### config.mk
export PLATFORM = sky130hd
export DESIGN_NAME = tdm_slot_sequencer
export DESIGN_NICKNAME = d
export VERILOG_FILES = /design/src/rtl/tdm_slot_sequencer.sv
export SDC_FILE = /design/constraint.sdc
export NUM_CORES = 1
export LEC_CHECK = 0
export CAP_MARGIN = 40
export CELL_PAD_IN_SITES_DETAIL_PLACEMENT = 0
export CELL_PAD_IN_SITES_GLOBAL_PLACEMENT = 1
export CORE_ASPECT_RATIO = 0.75
export CORE_MARGIN = 2
export CORE_UTILIZATION = 30
export CTS_CLUSTER_DIAMETER = 30
export DETAILED_ROUTE_END_ITERATION = 8
export PLACE_DENSITY_LB_ADDON = 0.1
export SYNTH_ARGS = -nofsm -noshare
export SYNTH_HDL_FRONTEND = slang
export SYNTH_SLANG_ARGS = --single-unit
### constraint.sdc
create_clock -name clk -period 5.7 [get_ports clk]
set_input_delay 1.14 -clock clk [delete_from_list [all_inputs] [get_ports clk]]
set_output_delay 1.14 -clock clk [all_outputs]
set_load 0.01 [all_outputs]
### src/rtl/tdm_slot_sequencer.sv
// rtl/tdm_slot_sequencer.sv - serialises 4-slot frames onto a 1-to-4 demux with optional inter-frame gap
module tdm_slot_sequencer #(
  parameter int GAP = 0
) (
  input  logic       clk,
  input  logic       rst,
  input  logic [3:0] din,
  input  logic       din_valid,
  output logic       din_ready,
  input  logic [3:0] en_mask,
  output logic       i,
  output logic [1:0] s,
  output logic       slot_valid,
  output logic       frame_done,
  output logic [7:0] frame_cnt
);

  typedef enum logic [1:0] {ST_IDLE, ST_SEND, ST_GAP} state_t;

  localparam logic [3:0] GAP_LAST = 4'(GAP - 1);

  state_t     state, state_nx;
  logic [3:0] gcnt, gcnt_nx;
  logic [3:0] data, data_nx;
  logic [3:0] mask, mask_nx;
  logic [1:0] s_nx;
  logic       accept;
  logic       sv_nx, i_nx, fd_nx, cnt_inc;

  // Ready depends on registered state only, so there is no path from din_valid.
  always_comb begin
    din_ready = 1'b0;
    case (state)
      ST_IDLE: din_ready = 1'b1;
      ST_SEND: din_ready = (s == 2'd3) && (GAP == 0);
      ST_GAP:  din_ready = (gcnt == GAP_LAST);
      default: din_ready = 1'b0;
    endcase
  end

  assign accept = din_valid & din_ready;

  always_comb begin
    state_nx = state;
    s_nx     = 2'd0;
    gcnt_nx  = gcnt;
    data_nx  = data;
    mask_nx  = mask;
    case (state)
      ST_IDLE: begin
        if (accept) begin
          state_nx = ST_SEND;
          data_nx  = din;
          mask_nx  = en_mask;
        end
      end
      ST_SEND: begin
        if (s != 2'd3) begin
          s_nx = s + 2'd1;
        end else if (accept) begin
          data_nx = din;
          mask_nx = en_mask;
        end else if (GAP == 0) begin
          state_nx = ST_IDLE;
        end else begin
          state_nx = ST_GAP;
          gcnt_nx  = 4'd0;
        end
      end
      ST_GAP: begin
        if (din_ready) begin
          if (accept) begin
            state_nx = ST_SEND;
            data_nx  = din;
            mask_nx  = en_mask;
          end else begin
            state_nx = ST_IDLE;
          end
        end else begin
          gcnt_nx = gcnt + 4'd1;
        end
      end
      default: state_nx = ST_IDLE;
    endcase
  end

  // Slot outputs are precomputed from next state so they leave the flops aligned with s.
  always_comb begin
    sv_nx   = (state_nx == ST_SEND) && mask_nx[s_nx];
    i_nx    = sv_nx && data_nx[s_nx];
    fd_nx   = (state_nx == ST_SEND) && (s_nx == 2'd3);
    cnt_inc = (state == ST_SEND) && (s == 2'd3);
  end

  always_ff @(posedge clk) begin
    if (rst) begin
      state      <= ST_IDLE;
      s          <= 2'd0;
      gcnt       <= 4'd0;
      data       <= 4'd0;
      mask       <= 4'd0;
      i          <= 1'b0;
      slot_valid <= 1'b0;
      frame_done <= 1'b0;
      frame_cnt  <= 8'd0;
    end else begin
      state      <= state_nx;
      s          <= s_nx;
      gcnt       <= gcnt_nx;
      data       <= data_nx;
      mask       <= mask_nx;
      i          <= i_nx;
      slot_valid <= sv_nx;
      frame_done <= fd_nx;
      if (cnt_inc) frame_cnt <= frame_cnt + 8'd1;
    end
  end

endmodule

==> results by stage, run 1 <==
Timing:
- At the pin with the least slew margin, the transition time is about 0.50 ns.
- Setup total negative slack on the finished layout was measured at 0 ns.
- The worst pin sits at a relative slew slack of 66.48%.
- The total of endpoints with negative setup slack in the final report is 0.
- The final hold violation count is 0.
- Between clock sinks in the finished design, the worst skew comes to between 0.01 and 0.015 ns.
- Setup repair after global routing left no endpoint under its margin.
- The minimum setup slack in the final design is 2.632 ns.
- The fmax is 326.0 MHz.
- The number of max-slew violations in the final report is 0.
- The hold slack is 0.4598 ns.
- The final critical path takes up 53.82% of the cycle.
- The shortest period the worst path allows is 3.068 ns.

Placement:
- In this run the cell area measured after placement is 1449 µm².
- In this run the tool buffered the top-level ports with 24 buffer cells.
- The routability congestion estimate is 0.8083.
- The sum of net half-perimeters after detailed placement is between 1500 and 2000 µm.
- Once placement completed, the tool counted placed cells totaling 205.
- The worst slack at placement is 2.691 ns.

Die:
- The height of the die is approximately 58 µm.
- The top-level port count is 25.
- The die covers about 4300 µm².
- The total number of placement rows is 19.
- The core region area is 3661 µm².
- The starting utilization of the core area is 31.37%.
- The floorplan step set the die width to 75.45 µm.

Detailed routing:
- After detailed routing, the average wire length per cell comes to around 12 µm.
- The DRC violations left is 0.
- The number of detailed-routing iterations run before antenna repair is 4.
- The detailed router finished its first iteration with 38 violations.
- The routed layout has 959 vias.
- In the routed layout, each cell is associated on average with a via count of around 4.6.
- The wire length after detailed routing is 2512 µm.
- The count of antenna-violating nets left after detailed routing is 0.

Run status:
- The run finished with clean final reports.

Clock network:
- After clock tree synthesis, the clock-pin slew on the worst setup and hold paths is 0.10 ns.
- The TritonCTS sink count is 27.
- Gates resized during post-CTS repair numbered 0.
- The number of clock buffers added by TritonCTS is 3.
- The number of buffers on the longest clock path is 2.
- The clock tree from TritonCTS is yes.
- Buffers inserted to repair hold after CTS numbered 0.
- After clock tree synthesis, the setup repair step added 0 buffers.
- CTS built an H-tree with a depth of 1.
- The later pin in the worst-skew pair is clocked with a latency of 0.28 ns.
- CTS placed an instance of sky130_fd_sc_hd__clkbuf_8 at the clock tree root.

GRT:
- The via count of the first global-routing pass is ~890.
- The first global-routing pass estimated between 4000 and 5000 µm of wire.
- Global routing consumed, over all layers together, 12.62% of the routing resources.
- The total overflow reported by the global router is 0.
- The maximum number of pins on one net before global-route repair is 17.
- The initial antenna violation count is 0.

Cells and area:
- Once layout is done, the placed cells without fillers occupy 1498 µm².
- From synthesis to final layout, the design area changed by 30.39%.
- The number of nets in the finished design is 172.
- The proportion of layout cells with a drive suffix above 1 is 5.732%.
- The total inserted antenna cells is 0.
- Leaving out filler cells and counting taps, the final layout contains ~210.
- The number of inserted filler cells in the final layout is between 300 and 400.
- The final core utilization is 40.91%.

Synthesis:
- The post-synthesis cell count is approximately 130.
- For this run, asynchronously set or reset flops after synthesis account for 0%.
- The sequential element share of the synthesized area is 47.06%.
- Of all cell types, the one taking the most synthesized area is sky130_fd_sc_hd__dfxtp_1.
- The number of distinct library cells after synthesis is 34.
- By area the synthesized netlist is led by sky130_fd_sc_hd__dfxtp_1, sky130_fd_sc_hd__a21oi_1, sky130_fd_sc_hd__nand2_1.
- The number of nets in the synthesized netlist is 145.
- The synthesized design contains 0 enable-type register cells.
- Yosys printed 0 warnings.
- The average size of a mapped cell is 8.768 µm².
- The synthesized netlist occupies a cell area of 1149 µm².
- The area share of the leading cell type in the synthesized netlist is 47.06%.
- The register bit count reported by yosys is 27.
- The top flip-flop cell by instance count after synthesis is sky130_fd_sc_hd__dfxtp_1.

Setup path:
- The critical path launch point type is a flip-flop.
- Data on the critical path is required at its endpoint by 4.56 ns.
- The type of the worst setup path is reg -> out.
- At the worst endpoint, the arrival time is 1.93 ns.
- The category of the worst setup path capture point is an output pin.
- The critical-path maximum fanout is 7.

Pwr:
- The cell leakage power is roughly 0.56 nW.
- The power density of the placed cells is 233.4 nW/µm².
- The worst supply voltage drop on vdd is 0.1020 mV.
- The total power after layout is 0.3496 mW.

Worst hold path:
- In this run the worst hold path is classified as reg -> reg.

Run:
- The max capacitance violation total is 0.
==> critical path, cell delays in order (launching register included) <==
cell and delay, ns:
sky130_fd_sc_hd__dfxtp_1 0.37, sky130_fd_sc_hd__ha_1 0.32, sky130_fd_sc_hd__or2b_1 0.31, sky130_fd_sc_hd__a21o_1 0.19
sky130_fd_sc_hd__clkdlybuf4s50_1 0.47
==> cells by family (layout without fill, tap and decap cells) <==
kind of cell	count (synthesis)	after routing	synth area share, %
adders and majority gates	3	3	3.268
xor gates and xnor gates	8	8	6.100
muxes	1	1	1.307
DFF	27	27	47.06
AOI/OAI and AO/OA	29	29	16.12
and+or+nand+nor	57	57	23.42
buffers and inverters	6	32	2.722
==> registers in the layout (all words and copies together), names as in the netlist <==
name,count
data,4
frame_cnt,8
frame_done,1
gcnt,4
i,1
mask,4
s,2
slot_valid,1
state,2
==> path summary, 6_finish.rpt <==
| kind | slack [ns] | start | depth (start not counted) | end |
|---|---|---|---|---|
| hold reg to reg | 0.46 | mask[3]$_SDFF_PP0_ | 2 | mask[3]$_SDFF_PP0_ |
| setup / recovery | 2.63 | s[0]$_SDFF_PP0_ | 4 | din_ready |
| hold / removal | 0.46 | mask[3]$_SDFF_PP0_ | 2 | mask[3]$_SDFF_PP0_ |
| setup reg to reg | 3.49 | gcnt[0]$_SDFFE_PP0P_ | 6 | i$_SDFF_PP0_ |
==> report_power, final <==
part	switching (mW)	total, mW	internal [mW]
sequential	0.00367	0.198	0.194
combinational	0.0197	0.0400	0.0203
clock	0.0621	0.112	0.0496
total	0.0855	0.350	0.264
==> cells in the mapped netlist (all sizes together), types with 2 or more instances <==
cell type,number
a21o,2
a21oi,17
and4b,2
buf,2
clkbuf,2
dfxtp,27
ha,3
inv,2
nand2,22
nand3,7
nand4,2
nor2,14
nor2b,3
nor3,2
o31ai,2
xor2,7
==> cell type report <==
cell class                      instances  area [µm²]  area share, %
Inverter                                2       7.507         0.5013
Multi-Input combinational cell         98       576.8          38.51
Tap cell                               52       65.06          4.344
Sequential cell                        27       540.5          36.09
Clock inverter                          1       7.507         0.5013
Clock buffer                            3       41.29          2.757
Timing Repair Buffer                   26       259.0          17.29
==> routing by layer <==
layer / global-route usage (%) / routed length, µm / up-vias
li1: - / - / 507
met3: 3.887 / 149 / 2
met5: 0 / 0 / -
met4: 2.256 / 16 / 0
met1: 19.52 / 1362 / 428
met2: 17.27 / 984 / 22
==> placed cells by master (no fill, tap or decap), types with 2 or more instances in the layout <==
| cell type | count |
|---|---|
| sky130_fd_sc_hd__dfxtp_1 | 27 |
| sky130_fd_sc_hd__clkdlybuf4s50_1 | 24 |
| sky130_fd_sc_hd__nand2_1 | 22 |
| sky130_fd_sc_hd__a21oi_1 | 17 |
| sky130_fd_sc_hd__nor2_1 | 14 |
| sky130_fd_sc_hd__nand3_1 | 7 |
| sky130_fd_sc_hd__xor2_1 | 7 |
| sky130_fd_sc_hd__nor2b_1 | 3 |
| sky130_fd_sc_hd__ha_1 | 3 |
| sky130_fd_sc_hd__clkbuf_8 | 3 |
| sky130_fd_sc_hd__a21o_1 | 2 |
| sky130_fd_sc_hd__nand4_1 | 2 |
| sky130_fd_sc_hd__nor3_1 | 2 |
| sky130_fd_sc_hd__o31ai_1 | 2 |
Note: power is estimated with default switching activity, not from simulation.
==> run 2, diff against run 1 <==
Clock period 5.7 ns to 3.1 ns, I/O delays scaled along.
==> run 2 against run 1 <==
Sequential power increased by 83%. Clock power increased by 78%. Cell count up 0.48%. Power rose by 83%. Largest power group unchanged. Highest routed layer unchanged. Sequential share of layout area about the same. Hold slack got worse by 0.0047 ns. Register-to-register slack got worse by 2.4 ns. Via count rose by 1.8%. First-iteration DRC count increased by 21%. Critical endpoint unchanged. Clock skew fell by 0.0036 ns. Wire length grew 3.9%.
==> results by stage, run 2 (synthesis results as in run 1) <==
Clock network:
- The clock-pin slew of the registers on the worst-case setup and hold paths is around 0.09 ns.
- Once the clock tree was built, the resizer swapped 0 gates to a different size.
- The root buffer cell chosen for the clock tree is sky130_fd_sc_hd__clkbuf_8.
- The number of H-tree levels is 1.
- No sink is reached through more buffers than the 2 on the longest clock path.
- The number of buffers created by CTS is 3.
- Hold repair after CTS inserted 0 buffers.
- In this run the post-CTS setup repair buffer count came out at 0.
- For the worst-skew pair, the clock arrives at the later sink with an insertion delay of 0.27 ns.
- The clock tree from TritonCTS is yes.
- The TritonCTS sink count is 27.

Detailed routing:
- After detailed routing, the number of vias per cell comes to between 4 and 5.
- The wire length after detailed routing is approximately 2600 µm.
- Before antenna repair, the detailed router went through 4 iterations.
- The violation count after the first detailed-route iteration is 46.
- The DRC violations left is 0.
- After detailed routing, the average wire length per cell comes to 12.43 µm.
- Across all layers, the routed design uses 976 vias.
- Once detail routing completed, the nets flagged for antenna violations numbered 0.

GRT:
- The via count of the first global-routing pass is 918.
- The initial antenna violation count is 0.
- Across every metal layer, demand over resource in global routing totals a little over an eighth.
- The first global-routing pass estimated 4402 µm of wire.
- Entering global routing, the biggest net connects 26 pins.
- The total overflow reported by the global router is 0.

Setup path:
- Walking the worst path, the cells encountered are ha_1, or2b_1, a21o_1, clkdlybuf4s50_1.
- In this run the worst path has a maximum fanout of 7.
- The required time of the worst setup path is 2.48 ns.
- The category of the worst setup path capture point is an output pin.
- The family of cells with the greatest summed delay on the critical path is buffers and inverters.
- Tracing the worst setup path back leads to its startpoint at s[0]$_SDFF_PP0_.
- By startpoint and endpoint, the worst setup path is classified as reg -> out.
- The delay of the slowest cell on the worst path is 0.47 ns.
- The number of buffers and inverters on the critical path is 1.
- The startpoint identified for the worst register-to-register timing path is gcnt[0]$_SDFFE_PP0P_.
- The critical path launch point type is a flip-flop.
- Data arrives at the worst endpoint at 1.87 ns.
- The slowest cell on the critical path is sky130_fd_sc_hd__clkdlybuf4s50_1.

Die:
- The initial utilization of the core area, before any placement, comes to roughly a third.
- The floorplan step set the die height to between 50 and 60 µm.
- The core region area is between 3000 and 4000 µm².
- The die covers ~4300 µm².
- In this run the count of I/O pins placed on the die edge is 25.
- The x dimension of the die is 75.45 µm.
- The total number of placement rows is 19.

Timing:
- Setup repair after global routing left no endpoint under its margin.
- The clock skew after layout is 0.006704 ns.
- Of the available clock period, the critical path in the final layout requires 80.42%.
- The aggregate negative setup slack is 0 ns.
- The fmax is between 400 and 500 MHz.
- The number of max-slew violations in the final report came to 0.
- The hold slack is between 0.4 and 0.5 ns.
- At the pin with the least slew margin, the transition time is 0.4293 ns.
- The normalized max-slew margin is 70.64%.
- The final hold violation count is 0.
- The minimum setup slack in the final design is 0.6069 ns.
- The total of endpoints with negative setup slack in the final report is 0.
- Subtracting the final worst setup slack from the clock period gives 2.493 ns.

Placement:
- The number of I/O port buffers is 24.
- The worst slack at placement is 0.8351 ns.
- The routability congestion estimate is about 0.8.
- The sum of net half-perimeters after detailed placement is 1856 µm.

Cells and area:
- From synthesis to final layout, the design area changed by 30.50%.
- The largest register by flop count is frame_cnt.
- The most common cell after layout, fill and taps aside is sky130_fd_sc_hd__dfxtp_1.
- The proportion of layout cells with a drive suffix above 1 is 6.329%.
- After the last flow step, the layout net total stands at 173.
- The total inserted antenna cells is 0.
- The library cells used most frequently in the layout, excluding fill and tap cells, are sky130_fd_sc_hd__dfxtp_1, sky130_fd_sc_hd__clkdlybuf4s50_1, sky130_fd_sc_hd__nand2_1.
- The register with the most flip-flops in the layout has 8 of them.

Pwr:
- For this design the ratio of total power to cell area is 425.6 nW/µm².
- The worst supply voltage drop on vdd is 0.2179 mV.
- The total power after layout is ~0.64 mW.
- The cell leakage power is 0.5642 nW.

Worst hold path:
- The startpoint of the tightest hold check path is mask[1]$_SDFF_PP0_.
- The type of the most critical hold path is reg -> reg.

Run status:
- The run finished with clean final reports.

Run:
- The max capacitance violation total is 0.
-- run 2: cell count changes in the layout (fill, tap and decap cells not counted), sizes merged --
| cell | before | now |
|---|---|---|
| buf | 2 | 3 |
| clkinv | 0 | 1 |
| clkinvlp | 1 | 0 |
-- run 2: path summary, 6_finish.rpt --
| path | to | slack [ns] | cells after the start |
|---|---|---|---|
| setup / recovery | din_ready | 0.61 | 4 |
| setup reg to reg | i$_SDFF_PP0_ | 1.08 | 6 |
| hold / removal | mask[1]$_SDFF_PP0_ | 0.46 | 2 |
| hold reg to reg | mask[1]$_SDFF_PP0_ | 0.46 | 2 |
-- run 2: per-layer routing --
layer / GRT usage, % / share of wire (%)
met5: 0 / 0
met3: 3.710 / 4.5
met1: 21.26 / 57
met2: 17.89 / 38
met4: 2.256 / 0.61
-- run 2: through the flow --
stage | util (%) | std cells | cell area, µm²
2_1_floorplan | - | 131 | 1149
3_3_place_gp | 39.68 | 206 | 1453
3_5_place_dp | 39.68 | 206 | 1453
4_1_cts | 40.94 | 210 | 1499
5_1_grt | 40.94 | 210 | 1499
6_report | 40.94 | 210 | 1499
-- run 2: worst reg2reg max path, cell delays in order, from the launching register on --
cell	delay (ns)
sky130_fd_sc_hd__dfxtp_1	0.38
sky130_fd_sc_hd__ha_1	0.22
sky130_fd_sc_hd__and4b_4	0.26
sky130_fd_sc_hd__o221a_1	0.23
sky130_fd_sc_hd__mux2_4	0.32
sky130_fd_sc_hd__o311a_1	0.39
sky130_fd_sc_hd__o211a_1	0.13
-- run 2: cell type report --
| cell class | instances | area, µm² |
|---|---|---|
| Clock inverter | 1 | 5.005 |
| Clock buffer | 3 | 41.29 |
| Fill cell | 390 | 2162 |
| Sequential cell | 27 | 540.5 |
| Timing Repair Buffer | 27 | 262.8 |
| Inverter | 2 | 7.507 |
| Multi-Input combinational cell | 98 | 576.8 |
| Tap cell | 52 | 65.06 |
-- run 2: report_power, final --
| part | switching [mW] | internal, mW | leakage, nW | total, mW |
|---|---|---|---|---|
| registers | 0.00649 | 0.357 | 0.219 | 0.363 |
| clock network | 0.109 | 0.0900 | 0.0255 | 0.199 |
| logic | 0.0377 | 0.0383 | 0.319 | 0.0760 |
